[src/rtl/axis_rr_arbiter.sv]
// Packet-level round-robin arbiter merging S_COUNT AXI-Stream inputs onto one output via a 2-entry skid stage.
// Optional AXIS_ARB_TID_EN adds m_axis_tid, the source stream index of each output beat.
module axis_rr_arbiter #(
  parameter int unsigned S_COUNT     = 4,
  parameter int unsigned DATA_WIDTH  = 128,
  parameter int unsigned LAST_ENABLE = 1,
  localparam int unsigned IDX_W      = $clog2(S_COUNT)
) (
  input  logic                          clk,
  input  logic                          rst_n,
  input  logic [S_COUNT*DATA_WIDTH-1:0] s_axis_tdata,
  input  logic [S_COUNT-1:0]            s_axis_tvalid,
  output logic [S_COUNT-1:0]            s_axis_tready,
  input  logic [S_COUNT-1:0]            s_axis_tlast,
  output logic [DATA_WIDTH-1:0]         m_axis_tdata,
  output logic                          m_axis_tvalid,
  input  logic                          m_axis_tready,
  output logic                          m_axis_tlast,
`ifdef AXIS_ARB_TID_EN
  output logic [IDX_W-1:0]              m_axis_tid,
`endif
  output logic                          grant_valid,
  output logic [IDX_W-1:0]              grant_idx
);

  typedef enum logic {IDLE = 1'b0, BUSY = 1'b1} state_t;

  state_t                state;
  logic [IDX_W-1:0]      last_grant;
  logic [DATA_WIDTH-1:0] skid_data;
  logic                  skid_last;
  logic                  skid_valid;
`ifdef AXIS_ARB_TID_EN
  logic [IDX_W-1:0]      skid_tid;
`endif

  logic                  any_req;
  logic [IDX_W-1:0]      pick;
  logic [DATA_WIDTH-1:0] in_data;
  logic                  in_valid;
  logic                  in_last;
  logic                  accept;
  logic                  beat_last;
  logic                  drain;
  logic                  skid_full_next;
  logic                  busy_next;
  logic [IDX_W-1:0]      next_grant;
  logic [S_COUNT-1:0]    ready_next;

  // First requester scanning upward from the stream after the previous winner
  always_comb begin : rr_pick
    int unsigned cand;
    cand    = 0;
    any_req = 1'b0;
    pick    = '0;
    for (int unsigned i = 1; i <= S_COUNT; i++) begin
      cand = 32'(last_grant) + i;
      if (cand >= S_COUNT) cand = cand - S_COUNT;
      if (!any_req && s_axis_tvalid[IDX_W'(cand)]) begin
        any_req = 1'b1;
        pick    = IDX_W'(cand);
      end
    end
  end

  // Granted-stream mux, skid occupancy and next-cycle ready; ready is registered so it
  // reflects the skid state the upstream beat would land in.
  always_comb begin
    in_data   = s_axis_tdata[32'(grant_idx)*DATA_WIDTH +: DATA_WIDTH];
    in_valid  = s_axis_tvalid[grant_idx];
    in_last   = s_axis_tlast[grant_idx];
    accept    = (state == BUSY) && in_valid && s_axis_tready[grant_idx];
    beat_last = (LAST_ENABLE != 0) ? in_last : 1'b1;
    drain     = !m_axis_tvalid || m_axis_tready;
    skid_full_next = drain ? 1'b0 : (skid_valid || accept);
    if (state == IDLE) begin
      busy_next  = any_req;
      next_grant = pick;
    end else begin
      busy_next  = !(accept && beat_last);
      next_grant = grant_idx;
    end
    ready_next = '0;
    if (busy_next && !skid_full_next) ready_next[next_grant] = 1'b1;
  end

  always_ff @(posedge clk or negedge rst_n) begin
    if (!rst_n) begin
      state         <= IDLE;
      grant_valid   <= 1'b0;
      grant_idx     <= '0;
      last_grant    <= IDX_W'(S_COUNT - 1);
      s_axis_tready <= '0;
      m_axis_tvalid <= 1'b0;
      m_axis_tlast  <= 1'b0;
      m_axis_tdata  <= '0;
      skid_valid    <= 1'b0;
      skid_last     <= 1'b0;
      skid_data     <= '0;
`ifdef AXIS_ARB_TID_EN
      m_axis_tid    <= '0;
      skid_tid      <= '0;
`endif
    end else begin
      s_axis_tready <= ready_next;

      case (state)
        IDLE: begin
          if (any_req) begin
            state       <= BUSY;
            grant_valid <= 1'b1;
            grant_idx   <= pick;
            last_grant  <= pick;
          end
        end
        BUSY: begin
          if (accept && beat_last) begin
            state       <= IDLE;
            grant_valid <= 1'b0;
          end
        end
      endcase

      // Main register refills from skid first so beat order is kept
      if (drain) begin
        if (skid_valid) begin
          m_axis_tvalid <= 1'b1;
          m_axis_tdata  <= skid_data;
          m_axis_tlast  <= skid_last;
`ifdef AXIS_ARB_TID_EN
          m_axis_tid    <= skid_tid;
`endif
          skid_valid    <= 1'b0;
        end else begin
          m_axis_tvalid <= accept;
          if (accept) begin
            m_axis_tdata <= in_data;
            m_axis_tlast <= beat_last;
`ifdef AXIS_ARB_TID_EN
            m_axis_tid   <= grant_idx;
`endif
          end
        end
      end else if (accept) begin
        skid_valid <= 1'b1;
        skid_data  <= in_data;
        skid_last  <= beat_last;
`ifdef AXIS_ARB_TID_EN
        skid_tid   <= grant_idx;
`endif
      end
    end
  end

endmodule

[config.mk]
export PLATFORM = sky130hd
export DESIGN_NAME = axis_rr_arbiter
export DESIGN_NICKNAME = d
export VERILOG_FILES = /design/src/rtl/axis_rr_arbiter.sv
export SDC_FILE = /design/constraint.sdc
export NUM_CORES = 1
export LEC_CHECK = 0
export CELL_PAD_IN_SITES_DETAIL_PLACEMENT = 0
export CELL_PAD_IN_SITES_GLOBAL_PLACEMENT = 2
export CORE_AREA = 2 2 257 259
export CTS_CLUSTER_SIZE = 40
export DETAILED_ROUTE_END_ITERATION = 6
export DIE_AREA = 0 0 259 261
export HOLD_SLACK_MARGIN = 0.05
export MAX_ROUTING_LAYER = met4
export PLACE_DENSITY = 0.69
export SLEW_MARGIN = 20
export SYNTH_ARGS = -nofsm -noshare
export SYNTH_HDL_FRONTEND = slang
export SYNTH_SLANG_ARGS = --single-unit
[constraint.sdc]
create_clock -name clk -period 2.5 [get_ports clk]
set_input_delay 0.5 -clock clk [delete_from_list [all_inputs] [get_ports clk]]
set_output_delay 0.5 -clock clk [all_outputs]
set_load 0.02 [all_outputs]
==> run summary <==
Timing
- number of hold violations in the final report: 0
- final critical path time including I/O delays and setup: 2.36 ns
- setup repair after global routing missed its margin: no
- final cycle utilization of the critical path: 94.2%
- transition time at the pin with the least slew margin: 0.533 ns
- Peak Freq: 425 MHz
- final count of pins violating max slew: 0
- final worst hold slack: 0.503 ns
- count of final setup violators: 0
- final sum of negative setup slack: 0 ns
- final worst clock skew: 0.0147 ns
- max_slew headroom: 64.5%
- setup ws final: 0.145 ns

Worst setup path
- worst-path fanout max: 21
- FF-to-FF path depth: 6
- critical path's largest stage delay: 0.65 ns
- worst path buffer plus inverter count: 2
- critical path endpoint category: primary output
- worst-path cell chain: buf_12 -> clkdlybuf4s50_1
- number of logic stages on the critical path including buffering: 2
- CP Data Arrival Time: 1.86 ns
- crit-path leading delay family: buffers and inverters
- highest-delay cell along the critical path: sky130_fd_sc_hd__clkdlybuf4s50_1
- critical path launch point type: flip-flop
- data required time at the worst endpoint: 2.00 ns
- Critical Setup Path Class: flip-flop to primary output

Route
- vias: 12.4k
- DR DRC count: 0
- antenna-violating nets left: 0
- detailed-routing iteration count for the pre-antenna-repair pass: 6
- drt wl/cell: 19.8 um
- total wirelength of the detailed-routed design: 55.0 mm
- average vias per placed instance: 4.47
- starting DRC count in detailed routing: 625

Floorplan
- FP Rows: 94
- initial core utilization: 21.9%
- full die area: 67,600 um^2
- I/O pins: 660
- chip width: 259 um
- die height: 261 um
- core area: 65,000 um^2

Clocking
- total CTS buffers: 35
- H-tree Lvls: 2
- clock edge transition at the registers on the reported setup and hold paths: 0.06 ns
- Max clock buf depth: 3
- CTS tree: yes
- number of clock sinks: 270
- clock insertion delay at the later pin of the skew report: 0.53 ns
- cell at the root of the clock tree: sky130_fd_sc_hd__clkbuf_16

Global route
- largest net degree at the start of global routing: 73
- antenna violations before repair: 0
- leftover overflow at the end of global routing: 0
- vias in the first global route: 13.1k
- global-route wire length before repair: 81.1 mm
- overall track demand over capacity in global routing: 16.3%

Min path
- Hold Path Class: flip-flop to flip-flop
- Hold Crit Depth: 1

Synthesis
- number of distinct library cells after synthesis: 31
- per-instance average area after synthesis: 11.8 um^2
- area of the mapped netlist: 14,300 um^2
- number of nets produced by synthesis: 1,731
- Yosys top cell by area: sky130_fd_sc_hd__dfrtp_1
- count of state elements after synthesis: 270
- area share of the leading cell type in the synthesized netlist: 47.0%
- count of warnings emitted by yosys: 0
- synth top area cells: sky130_fd_sc_hd__dfrtp_1 (47%), sky130_fd_sc_hd__mux4_2 (21%), sky130_fd_sc_hd__mux2_2 (10%)
- synthesized instance count: 1,208
- sequential share of the synthesized area: 47.4%

Placement
- Placed Instances: 2,710
- # port buffers: 659
- routability congestion estimate from global placement: 0.779
- placed wire-length estimate after detailed placement: 42.6 mm
- post-placement setup slack: -0.350 ns

Flow run
- max-capacitance violation count: 0

Pwr
- clock network fraction of design power: 20.1%
- leakage component of the power: 0.00961 uW
- total power density per cell area: 1120 nW/um^2
- maximum ir drop on the vdd rail: 522 uV
- cell-internal power: 16,800 uW
- total net switching power: 9660 uW
- proportion of total power due to net switching: 36.5%
- sequential share of power: 29.3%
- Comb power frac: 50.5%

Layout
- non-filler cells, final: 2,775
- most used cells in the layout excluding fill and tap cells: sky130_fd_sc_hd__clkdlybuf4s50_1 (658), sky130_fd_sc_hd__nand2_1 (269), sky130_fd_sc_hd__dfrtp_1 (265)
- number of antenna repair diodes: 0
- layout net count: 2,410
- Layout Area Growth over Synthesis: 66.0%
- utilization after layout: 36.4%
- most common cell after layout, fill and taps aside: sky130_fd_sc_hd__clkdlybuf4s50_1
- layout cells sized above 1: 21.5%

Status
- run status: completed

final timing paths:
path | startpoint | end | slack, ns
min in group asynchronous | rst_n | skid_data[102] | 0.53
min reg2reg | skid_data[79] | skid_data[79] | 0.50
max | grant_idx[1] | grant_idx[1] | 0.14
max in group asynchronous | rst_n | skid_data[28] | 1.16
min | skid_data[79] | skid_data[79] | 0.50
max reg2reg | grant_idx[0] | skid_data[7] | 0.19
repair_timing:
action | in CTS | in global routing
setup endpoints to repair | 1 | 0
hold endpoints to repair | 46 | 0
buffers inserted | 2 | 0
gates resized for setup | 1 | 0
hold buffers | 1 | 0
power by group through the flow:
stage | clock network, uW | logic (uW) | registers, uW
finish | 5340 | 13400 | 7760
global placement | 0 | 13400 | 7830
global route | 5700 | 14500 | 8060
floorplan | 0 | 6530 | 8820
detailed placement | 0 | 13500 | 7880
CTS | 5530 | 13700 | 7790
Yosys cell counts:
| master | instances |
|---|---|
| sky130_fd_sc_hd__a211oi_1 | 1 |
| sky130_fd_sc_hd__a21boi_0 | 1 |
| sky130_fd_sc_hd__a21o_1 | 4 |
| sky130_fd_sc_hd__a21oi_1 | 6 |
| sky130_fd_sc_hd__a31oi_1 | 130 |
| sky130_fd_sc_hd__and2_1 | 1 |
| sky130_fd_sc_hd__buf_1 | 5 |
| sky130_fd_sc_hd__buf_2 | 40 |
| sky130_fd_sc_hd__buf_4 | 1 |
| sky130_fd_sc_hd__buf_6 | 12 |
| sky130_fd_sc_hd__clkbuf_1 | 45 |
| sky130_fd_sc_hd__dfrtp_1 | 268 |
| sky130_fd_sc_hd__dfstp_2 | 2 |
| sky130_fd_sc_hd__inv_1 | 5 |
| sky130_fd_sc_hd__mux2_2 | 129 |
| sky130_fd_sc_hd__mux2i_1 | 1 |
| sky130_fd_sc_hd__mux4_2 | 130 |
| sky130_fd_sc_hd__nand2_1 | 269 |
| sky130_fd_sc_hd__nand2b_1 | 4 |
| sky130_fd_sc_hd__nand3_1 | 2 |
| sky130_fd_sc_hd__nand3b_1 | 2 |
| sky130_fd_sc_hd__nor2_1 | 135 |
| sky130_fd_sc_hd__nor2b_1 | 1 |
| sky130_fd_sc_hd__nor3_1 | 5 |
| sky130_fd_sc_hd__nor3b_4 | 1 |
| sky130_fd_sc_hd__o211a_1 | 1 |
| sky130_fd_sc_hd__o21ai_0 | 3 |
| sky130_fd_sc_hd__o21ai_2 | 1 |
| sky130_fd_sc_hd__o22ai_1 | 1 |
| sky130_fd_sc_hd__o32ai_1 | 1 |
| sky130_fd_sc_hd__or3_1 | 1 |
cells by family (layout without fill, tap and decap cells):
| group | count (synthesis) | after routing | synth area share [%] |
|---|---|---|---|
| simple gates | 421 | 421 | 11.4 |
| flops | 270 | 270 | 47.4 |
| compound gates | 149 | 149 | 6.57 |
| mux | 260 | 260 | 30.8 |
| buf+inv | 108 | 811 | 3.85 |
registers in the layout, indices dropped and copies added, names as in the netlist:
register and cells:
m_axis_tdata 128, skid_data 128, s_axis_tready 4, grant_idx 2
last_grant 2, grant_valid 1, m_axis_tlast 1, m_axis_tvalid 1
skid_last 1, skid_valid 1, state 1
worst register-to-register path, cell delays in order (launching register included):
cell	delay (ns)
sky130_fd_sc_hd__dfrtp_4	0.50
sky130_fd_sc_hd__buf_4	0.21
sky130_fd_sc_hd__mux4_2	0.36
sky130_fd_sc_hd__nor3b_4	0.34
sky130_fd_sc_hd__buf_12	0.23
sky130_fd_sc_hd__buf_12	0.21
sky130_fd_sc_hd__mux2_2	0.34
per-layer routing:
layer | routed length [um] | track usage [%]
met5 | 0 | -
met4 | 674 | 3.15
met3 | 3010 | 3.10
met2 | 28400 | 28.1
met1 | 23000 | 19.9
metrics by stage:
step	instance area, um^2	power (uW)
floorplan	14300	15300
finish	23700	26500
global route	23700	28300
detailed placement	22400	21400
CTS	23700	27100
global placement	22400	21200
cell type report:
type | instances | area (um^2)
Tap cell | 864 | 1080
Clock inverter | 14 | 218
Inverter | 5 | 21.3
Multi-Input combinational cell | 830 | 6960
Clock buffer | 47 | 1000
Fill cell | 6366 | 41400
Sequential cell | 270 | 6770
Timing Repair Buffer | 745 | 7620
Power figures use the tool's default switching activity.
